$ cat src/rtl/axi_id_remap_table.sv
// axi_id_remap_table
// Binds each in-flight external ARID to a table row and grants a unique
// internal ID {row, col}. A free of that internal ID returns the original
// ARID through a registered, backpressured response.
//
// Ports
//   clk, rst_n        : clock (rising edge), asynchronous active-low reset
//   alloc_valid       : allocation request
//   alloc_id          : original ARID to bind
//   alloc_ready       : combinational grant available for alloc_id
//   alloc_uid         : granted {row,col}, zero when alloc_ready is low
//   free_valid        : free request
//   free_uid          : internal ID to release
//   free_ready        : free accepted this cycle (response slot available)
//   rsp_valid         : registered free response valid
//   rsp_id            : restored original ARID (zero on error)
//   rsp_err           : free hit an unused or out-of-range slot
//   rsp_ready         : response consumer ready
//   rows_bound        : per-row bound flags (registered)
//   total_used        : number of slots in use (registered)
module axi_id_remap_table #(
  parameter int ID_WIDTH = 4,
  parameter int NUM_ROWS = 4,
  parameter int NUM_COLS = 4,
  parameter int ROW_W    = (NUM_ROWS > 1) ? $clog2(NUM_ROWS) : 1,
  parameter int COL_W    = (NUM_COLS > 1) ? $clog2(NUM_COLS) : 1,
  parameter int UID_W    = ROW_W + COL_W,
  parameter int CNT_W    = $clog2(NUM_ROWS * NUM_COLS + 1)
) (
  input  logic                clk,
  input  logic                rst_n,
  input  logic                alloc_valid,
  input  logic [ID_WIDTH-1:0] alloc_id,
  output logic                alloc_ready,
  output logic [UID_W-1:0]    alloc_uid,
  input  logic                free_valid,
  input  logic [UID_W-1:0]    free_uid,
  output logic                free_ready,
  output logic                rsp_valid,
  output logic [ID_WIDTH-1:0] rsp_id,
  output logic                rsp_err,
  input  logic                rsp_ready,
  output logic [NUM_ROWS-1:0] rows_bound,
  output logic [CNT_W-1:0]    total_used
);

  // Table state
  logic [NUM_ROWS-1:0]                              bound_q, bound_d;
  logic [NUM_ROWS-1:0][ID_WIDTH-1:0]                bound_id_q, bound_id_d;
  logic [NUM_ROWS-1:0][NUM_COLS-1:0]                used_q, used_d;
  logic [NUM_ROWS-1:0][NUM_COLS-1:0][ID_WIDTH-1:0]  tag_q, tag_d;

  // Response and status registers
  logic                rsp_valid_q, rsp_valid_d;
  logic [ID_WIDTH-1:0] rsp_id_q, rsp_id_d;
  logic                rsp_err_q, rsp_err_d;
  logic [CNT_W-1:0]    total_q, total_d;

  // Allocation selection
  logic                hit_found, empty_found, row_ok, col_ok;
  logic [ROW_W-1:0]    hit_row, empty_row, sel_row;
  logic [COL_W-1:0]    sel_col;
  logic [NUM_COLS-1:0] sel_used;
  logic                alloc_fire;

  // Free decode
  logic [ROW_W-1:0]    free_row;
  logic [COL_W-1:0]    free_col;
  logic                free_fire, free_ok;
  logic [ID_WIDTH-1:0] free_tag;

  assign free_ready = !rsp_valid_q || rsp_ready;
  assign free_fire  = free_valid && free_ready;
  assign free_row   = free_uid[UID_W-1:COL_W];
  assign free_col   = free_uid[COL_W-1:0];

  // Row select: an ID that is already bound must stay in its row, so a full
  // hit row blocks the grant instead of falling through to an empty row.
  always_comb begin
    hit_found   = 1'b0;
    hit_row     = '0;
    empty_found = 1'b0;
    empty_row   = '0;
    for (int unsigned r = 0; r < NUM_ROWS; r++) begin
      if (!hit_found && bound_q[r] && (bound_id_q[r] == alloc_id)) begin
        hit_found = 1'b1;
        hit_row   = ROW_W'(r);
      end
      if (!empty_found && !bound_q[r]) begin
        empty_found = 1'b1;
        empty_row   = ROW_W'(r);
      end
    end
    row_ok  = hit_found || empty_found;
    sel_row = hit_found ? hit_row : empty_row;
  end

  // Column select: lowest clear bit of the selected row's registered bitmap
  always_comb begin
    sel_used = '0;
    for (int unsigned r = 0; r < NUM_ROWS; r++) begin
      if (ROW_W'(r) == sel_row) begin
        sel_used = used_q[r];
      end
    end
    col_ok  = 1'b0;
    sel_col = '0;
    for (int unsigned c = 0; c < NUM_COLS; c++) begin
      if (!col_ok && !sel_used[c]) begin
        col_ok  = 1'b1;
        sel_col = COL_W'(c);
      end
    end
  end

  assign alloc_ready = row_ok && col_ok;
  assign alloc_uid   = alloc_ready ? {sel_row, sel_col} : '0;
  assign alloc_fire  = alloc_valid && alloc_ready;

  // Free lookup by explicit compare, so out-of-range rows/columns (for
  // non-power-of-2 geometries) simply never match and report an error.
  always_comb begin
    free_ok  = 1'b0;
    free_tag = '0;
    for (int unsigned r = 0; r < NUM_ROWS; r++) begin
      for (int unsigned c = 0; c < NUM_COLS; c++) begin
        if ((ROW_W'(r) == free_row) && (COL_W'(c) == free_col) && used_q[r][c]) begin
          free_ok  = 1'b1;
          free_tag = tag_q[r][c];
        end
      end
    end
  end

  // Next-state for table, counters and response
  always_comb begin
    bound_d     = bound_q;
    bound_id_d  = bound_id_q;
    used_d      = used_q;
    tag_d       = tag_q;
    total_d     = total_q;
    rsp_valid_d = rsp_valid_q;
    rsp_id_d    = rsp_id_q;
    rsp_err_d   = rsp_err_q;

    // A valid free and an alloc never touch the same bit: the alloc picks a
    // clear bit of the registered map, the free clears a set one.
    for (int unsigned r = 0; r < NUM_ROWS; r++) begin
      for (int unsigned c = 0; c < NUM_COLS; c++) begin
        if (free_fire && free_ok && (ROW_W'(r) == free_row) && (COL_W'(c) == free_col)) begin
          used_d[r][c] = 1'b0;
        end
        if (alloc_fire && (ROW_W'(r) == sel_row) && (COL_W'(c) == sel_col)) begin
          used_d[r][c] = 1'b1;
          tag_d[r][c]  = alloc_id;
        end
      end
    end

    for (int unsigned r = 0; r < NUM_ROWS; r++) begin
      if (alloc_fire && (ROW_W'(r) == sel_row) && !bound_q[r]) begin
        bound_d[r]    = 1'b1;
        bound_id_d[r] = alloc_id;
      end
      // A same-cycle alloc into this row sets a bit in used_d, which keeps
      // the row bound without a separate check.
      if (free_fire && free_ok && (ROW_W'(r) == free_row) && (used_d[r] == '0)) begin
        bound_d[r]    = 1'b0;
        bound_id_d[r] = '0;
      end
    end

    if (alloc_fire && !(free_fire && free_ok)) begin
      total_d = total_q + CNT_W'(1);
    end else if (!alloc_fire && free_fire && free_ok) begin
      total_d = total_q - CNT_W'(1);
    end

    if (free_fire) begin
      rsp_valid_d = 1'b1;
      rsp_id_d    = free_ok ? free_tag : '0;
      rsp_err_d   = !free_ok;
    end else if (rsp_ready) begin
      rsp_valid_d = 1'b0;
    end
  end

  always_ff @(posedge clk or negedge rst_n) begin
    if (!rst_n) begin
      bound_q     <= '0;
      bound_id_q  <= '0;
      used_q      <= '0;
      tag_q       <= '0;
      total_q     <= '0;
      rsp_valid_q <= 1'b0;
      rsp_id_q    <= '0;
      rsp_err_q   <= 1'b0;
    end else begin
      bound_q     <= bound_d;
      bound_id_q  <= bound_id_d;
      used_q      <= used_d;
      tag_q       <= tag_d;
      total_q     <= total_d;
      rsp_valid_q <= rsp_valid_d;
      rsp_id_q    <= rsp_id_d;
      rsp_err_q   <= rsp_err_d;
    end
  end

  assign rsp_valid  = rsp_valid_q;
  assign rsp_id     = rsp_id_q;
  assign rsp_err    = rsp_err_q;
  assign rows_bound = bound_q;
  assign total_used = total_q;

endmodule
$ cat config.mk
export PLATFORM = sky130hd
export DESIGN_NAME = axi_id_remap_table
export DESIGN_NICKNAME = d
export VERILOG_FILES = /design/src/rtl/axi_id_remap_table.sv
export SDC_FILE = /design/constraint.sdc
export NUM_CORES = 1
export LEC_CHECK = 0
export CAP_MARGIN = 25
export CORE_UTILIZATION = 55
export CTS_CLUSTER_DIAMETER = 100
export DETAILED_ROUTE_END_ITERATION = 12
export GPL_TIMING_DRIVEN = 0
export PLACE_DENSITY_LB_ADDON = 0.2
export SLEW_MARGIN = 15
export SYNTH_ARGS = -nofsm -noshare
export SYNTH_HDL_FRONTEND = slang
export SYNTH_SLANG_ARGS = --single-unit
export TNS_END_PERCENT = 100
$ cat constraint.sdc
create_clock -name clk -period 9.05 [get_ports clk]
set_input_delay 1.81 -clock clk [delete_from_list [all_inputs] [get_ports clk]]
set_output_delay 1.81 -clock clk [all_outputs]
set_load 0.02 [all_outputs]
==> impl_metrics.toml <==
[sta]
report.final.hold_viol_count = 0
tns_ns = 0
slew_headroom_pct = 35.6
fmax_ghz = 0.134
setup_viol = 0
layout_setup_ws_ns = 1.60
fin_worst_hold_slack_ns = 0.481
period_minus_slack_ns = 7.45
drv_slew = 0
rsz0062_at_grt = "false"
worstMarginPinSlew_ns = 0.961
skew_ns = 0.00807
final_min_period_over_clock_period_pct = 82.4

[clocking]
clkSlewWorstSetupHoldPaths_ns = 0.07
cts_buffers = 9
h-tree-depth = 3
clkSinkCount = 111
hold_buffers = 0
cts_tree = "built"
cts_root_buf = "clkbuf_16"
post_cts_buffers = 0
cts_max_path_buffers = 2
worstSkewPairLatency_ns = 0.36
cts.repair.resized = 0

[global_routing]
grt_pass1_vias = 5675
grt_pass1_wl_um = 31400
globalRouteOverflowTotal = 0
gr-usage-all-layers_pct = 32.9
antenna_found_initial = 0
grt_max_degree = 68

[placement]
gp_congestion = 0.982
placedInstanceArea_um2 = 7010
hpwl_um = 14300
pre_cts_ws_ns = 1.70
placement.io_buffers = 28
dp_cells = 829

[floorplanning]
fp.coreArea_um2 = 11500
ioPinCount = 34
initial_utilization_pct = 56.9
die_x_um = 111
fp.dieH_um = 111
dieArea_um2 = 12300
num_rows = 39

[hold_path]
hp-start = "total_used[4]$_DFFE_PN0P_"
hp-class = "reg2reg"

[synth]
ys.flop_type = "dfrtp_1"
synth_common_cells = "dfrtp_1, mux2_2, nand2_1"
synth_area_leaders = "dfrtp_1, mux2_2, mux2i_1"
synth_top_area_cell = "dfrtp_1"
yosysWarnings = 0
netlist.area_leader.share_pct = 42.6
yosysMostFrequentCell = "dfrtp_1"
netlist_area_um2 = 6520
ys_seq_area_share_pct = 42.6
syn_inst = 657
synth_seq_cells = 111
async_reset_ff_share_pct = 100
avgSynthCellArea_um2 = 9.93
synth_nets = 674
synth_edf_count = 0
synthDistinctLibCells = 74

[setup_path]
crit_path_max_fanout = 10
slowest_stage = "a311oi_2"
cp_data_required_time_ns = 7.24
max_stage_delay_ns = 0.69
crit_type = "in2out"
start_kind = "input port"
critPathMostFrequentCell = "clkdlybuf4s50_1"
cp.arrival_ns = 5.64
worstPathCellList = "clkdlybuf4s50_1 > buf_4 > xor2_1 > nor3_1 > nand3_1 > a311oi_2 > o211ai_1 > o221ai_1 > buf_2 > a22oi_1 > nor2_1 > clkdlybuf4s50_1"
reg2reg_from = "used_q[14]$_DFF_PN0_"
endpoint_kind = "primary output"
critPathLaunch = "alloc_id[3]"

[drt]
ant_nets = 0
wl_um = 19400
first_pass_iters = 5
route.detailed.drc = 0
wl_per_cell_um = 23.0
via_per_inst = 6.81
drt_iter0_markers = 652
vias = 5751

[status]
run_status = "finished, final reports clean"

[final_layout]
final_cells = 845
syn2layout_area_growth_pct = 12.1
post_route_cells_drive_above_1_share_pct = 15.2
nFillCells = 945
antennaDiodeCount = 0
nNetsFinal = 714
design_area_um2 = 7310

[pwr]
vdd_drop_max_mv = 0.329
leakage_nw = 3.13
power_density_nw_per_um2 = 367

[run]
drv_cap = 0
==> final cells by class <==
type / count / area, µm² / area share (%)
multi-input combinational: 472 / 3440 / 47.0
sequential: 111 / 2780 / 38.0
timing repair buffer: 29 / 309 / 4.23
clock buffer: 11 / 253 / 3.46
buffer: 48 / 205 / 2.81
tap: 143 / 179 / 2.45
inverter: 26 / 97.6 / 1.33
clock inverter: 5 / 51.3 / 0.701
==> worst max-delay path: cells and delay by family <==
family / cells / cell delay [ns]
AND/OR/NAND/NOR: 3 / 0.83
AO/OA/AOI/OAI: 4 / 1.15
buffers and inverters: 4 / 1.76
XOR/XNOR: 1 / 0.10
==> registers in the layout, indices dropped and copies added (netlist names) <==
register	count
rows_bound	4
rsp_err	1
used_q	16
rsp_valid	1
tag_q	64
rsp_id	4
total_used	5
bound_id_q	16
==> where the power goes <==
group	total [mW]	internal, mW	switching, mW
logic	1.42	0.573	0.851
clock network	0.405	0.207	0.198
registers	0.858	0.700	0.158
total	2.69	1.48	1.21
==> cell usage in the layout (no fill, tap or decap), types with 24 or more instances in the layout <==
cell / n
a21oi_1: 27
clkbuf_1: 34
clkdlybuf4s50_1: 27
dfrtp_1: 111
inv_1: 25
mux2_2: 55
mux2i_1: 24
nand2_1: 52
nand3_1: 29
nand4_1: 28
o21ai_0: 29
==> logic make-up (layout without fill, tap and decap cells) <==
logic type / Yosys count / after routing / synth area share [%]
muxes: 89 / 89 / 14.9
xor gates and xnor gates: 18 / 18 / 2.53
DFF: 111 / 111 / 42.6
and+or+nand+nor: 205 / 205 / 16.8
AOI/OAI and AO/OA: 156 / 156 / 17.6
adders and majority gates: 4 / 4 / 0.883
buffers and inverters: 74 / 119 / 4.64
==> layer usage <==
layer	share of wire, %	track usage (%)	routed length [µm]	vias up
met5	0	0	0	-
met4	3.5	14.2	673	0
met3	7.1	6.45	1390	52
met2	46	51.0	8930	288
met1	43	45.0	8450	2885
li1	-	-	-	2526
==> metrics by stage <==
step / util, % / power (mW)
after global routing: 63.8 / 2.84
after floorplan: - / 1.81
after detailed placement: 61.1 / 2.25
final: 63.8 / 2.69
after CTS: 63.8 / 2.66
after global placement: 60.9 / 2.21
==> worst paths after layout <==
check                                            end  slack, ns  depth (start not counted)
min in group asynchronous  bound_id_q[7]$_DFFE_PN0P_       1.36                          1
min reg2reg                total_used[4]$_DFFE_PN0P_       0.48                          1
max                                     alloc_uid[0]       1.60                         12
max in group asynchronous      tag_q[10]$_DFFE_PN0P_       7.02                          2
max reg2reg                total_used[4]$_DFFE_PN0P_       4.97                         13
min                        total_used[4]$_DFFE_PN0P_       0.48                          1
Power figures use the tool's default switching activity.
==> RTL edit (same flow settings) <==
The parameter `ID_WIDTH` goes from 4 to 3.
--- a/src/rtl/axi_id_remap_table.sv
+++ b/src/rtl/axi_id_remap_table.sv
@@ -20,5 +20,5 @@
 //   total_used        : number of slots in use (registered)
 module axi_id_remap_table #(
-  parameter int ID_WIDTH = 4,
+  parameter int ID_WIDTH = 3,
   parameter int NUM_ROWS = 4,
   parameter int NUM_COLS = 4,
Ports: changed (resized alloc_id and rsp_id); port bits go from 34 to 32. The function was not compared with the original's and may differ.
==> RTL edit against the original RTL <==
  * The flow now finishes with violations (design-rule violations)
  * Non-clock buffer count fell by 15
  * Largest power group unchanged
  * Via count decreased by 22%
  * Area after synthesis is 16% lower
  * Combinational power rose by 6%
  * Critical path type unchanged
  * Final area decreased by 16%
  * Sequential cell count decreased by 21
  * Total power shrank 7.0%
  * Register-to-register slack improved by 0.63 ns
  * Clock skew hardly changed
  * Setup slack improved by 1.1 ns
  * First-iteration DRC count decreased by 29%
  * Routed wire length is 24% lower
==> RTL edit: results (changes against the original RTL) <==
metric,value,unit,change
placed_area,0.00594,sq mm,was 0.00701 sq mm
top_regs,"tag_q (48), used_q (16), bound_id_q (12)",,"was tag_q (64), bound_id_q (16), used_q (16)"
violations,design-rule violations,,
gr-usage-met3,5.47,%,was 6.45%
first_pass_iters,9,,was 5
status,"finished, violations left",,"was finished, final reports clean"
wire_per_inst,20.9,microns,was 23.0 microns
seq_area_frac_synth,41.0,%,was 42.6%
critical_path.max_stage_delay,0.63,ns,was 0.69 ns
io_buffers,26,,was 28
synth_compound_area_share,14.3,%,was 17.6%
path_delay_family,compound AO/OA/AOI/OAI gates,,was buffers and inverters
syn_avg_cell_area,10.3,sq um,was 9.93 sq um
grt_use_total,30.4,%,was 32.9%
drc_errors,1,,was 0
viasPerCell,6.36,,was 6.81
fill_cells,849,,was 945
first_global_vias,4217,,was 5675
drive_gt1_share,18.9,%,was 15.2%
p_leak,2.54,nW,was 3.13 nW
grt_use_met2,48.5,%,was 51.0%
grt_pass1_wl,23300,microns,was 31400 microns
grtUsageMet1,42.4,%,was 45.0%
worst_slew_pin_slew,0.874,ns,was 0.961 ns
wl,14800,microns,was 19400 microns
dr.first_iter.drc_count,464,,was 652
cp.arrival,4.59,ns,was 5.64 ns
synthAdderAreaFrac,1.05,%,was 0.883%
routabilityCongestion,0.991,,was 0.982
vdd_drop_max,210,uV,was 329 uV
worstPathMaxFanout,6,,was 10
synth_xor_area_share,2.55,%,was 2.53%
dp.final_hpwl,11000,microns,was 14300 microns
synthTopCellsByArea,"dfrtp_1 (41%), mux2_2 (8.0%), mux2i_1 (4.9%)",,"was dfrtp_1 (43%), mux2_2 (9.5%), mux2i_1 (3.7%)"
## RTL edit: worst reg2reg max path, cell delays in order, from the launching register on
cell and delay (ns):
dfrtp_1 0.50, nand2_1 0.21, nand3_1 0.16, a311oi_4 0.55
buf_6 0.24, mux2i_1 0.13, mux2i_4 0.30, nand3_4 0.17
ha_1 0.37, a21o_1 0.18, a21oi_1 0.17, mux2i_1 0.23
xor2_1 0.17
## RTL edit: cell type report
cell class / count / area, sq um / share of cell area (%)
Multi-Input combinational cell: 392 / 2970 / 48.4
Sequential cell: 90 / 2250 / 36.7
Timing Repair Buffer: 27 / 285 / 4.65
Buffer: 35 / 213 / 3.47
Tap cell: 133 / 166 / 2.72
Clock buffer: 10 / 138 / 2.25
Inverter: 16 / 60.1 / 0.980
Clock inverter: 6 / 48.8 / 0.796
## RTL edit: where the power goes
part / leakage [nW] / total, W / internal, W / switching [W]
clock network: 0.0908 / 0.000269 / 0.000110 / 0.000159
logic: 1.36 / 0.00151 / 0.000665 / 0.000842
registers: 1.09 / 0.000723 / 0.000584 / 0.000139
total: 2.54 / 0.00250 / 0.00136 / 0.00114
## RTL edit: layer usage
layer / up-vias / share of wire (%)
li1: 2023 / -
met5: - / 0
met3: 20 / 6.6
met2: 188 / 48
met4: 0 / 1.9
met1: 2276 / 44
## RTL edit: path summary, 6_finish.rpt
path	startpoint	endpoint	slack [ns]	cells past startpoint
worst max-delay path	alloc_id[0]	alloc_uid[0]	2.65	9
worst min-delay path	total_used[4]	total_used[4]	0.47	1
worst max register to register	rows_bound[3]	total_used[4]	5.60	12
worst min register to register	total_used[4]	total_used[4]	0.47	1
max in group asynchronous	rst_n	tag_q[27]	6.99	2
min in group asynchronous	rst_n	bound_id_q[8]	1.42	1
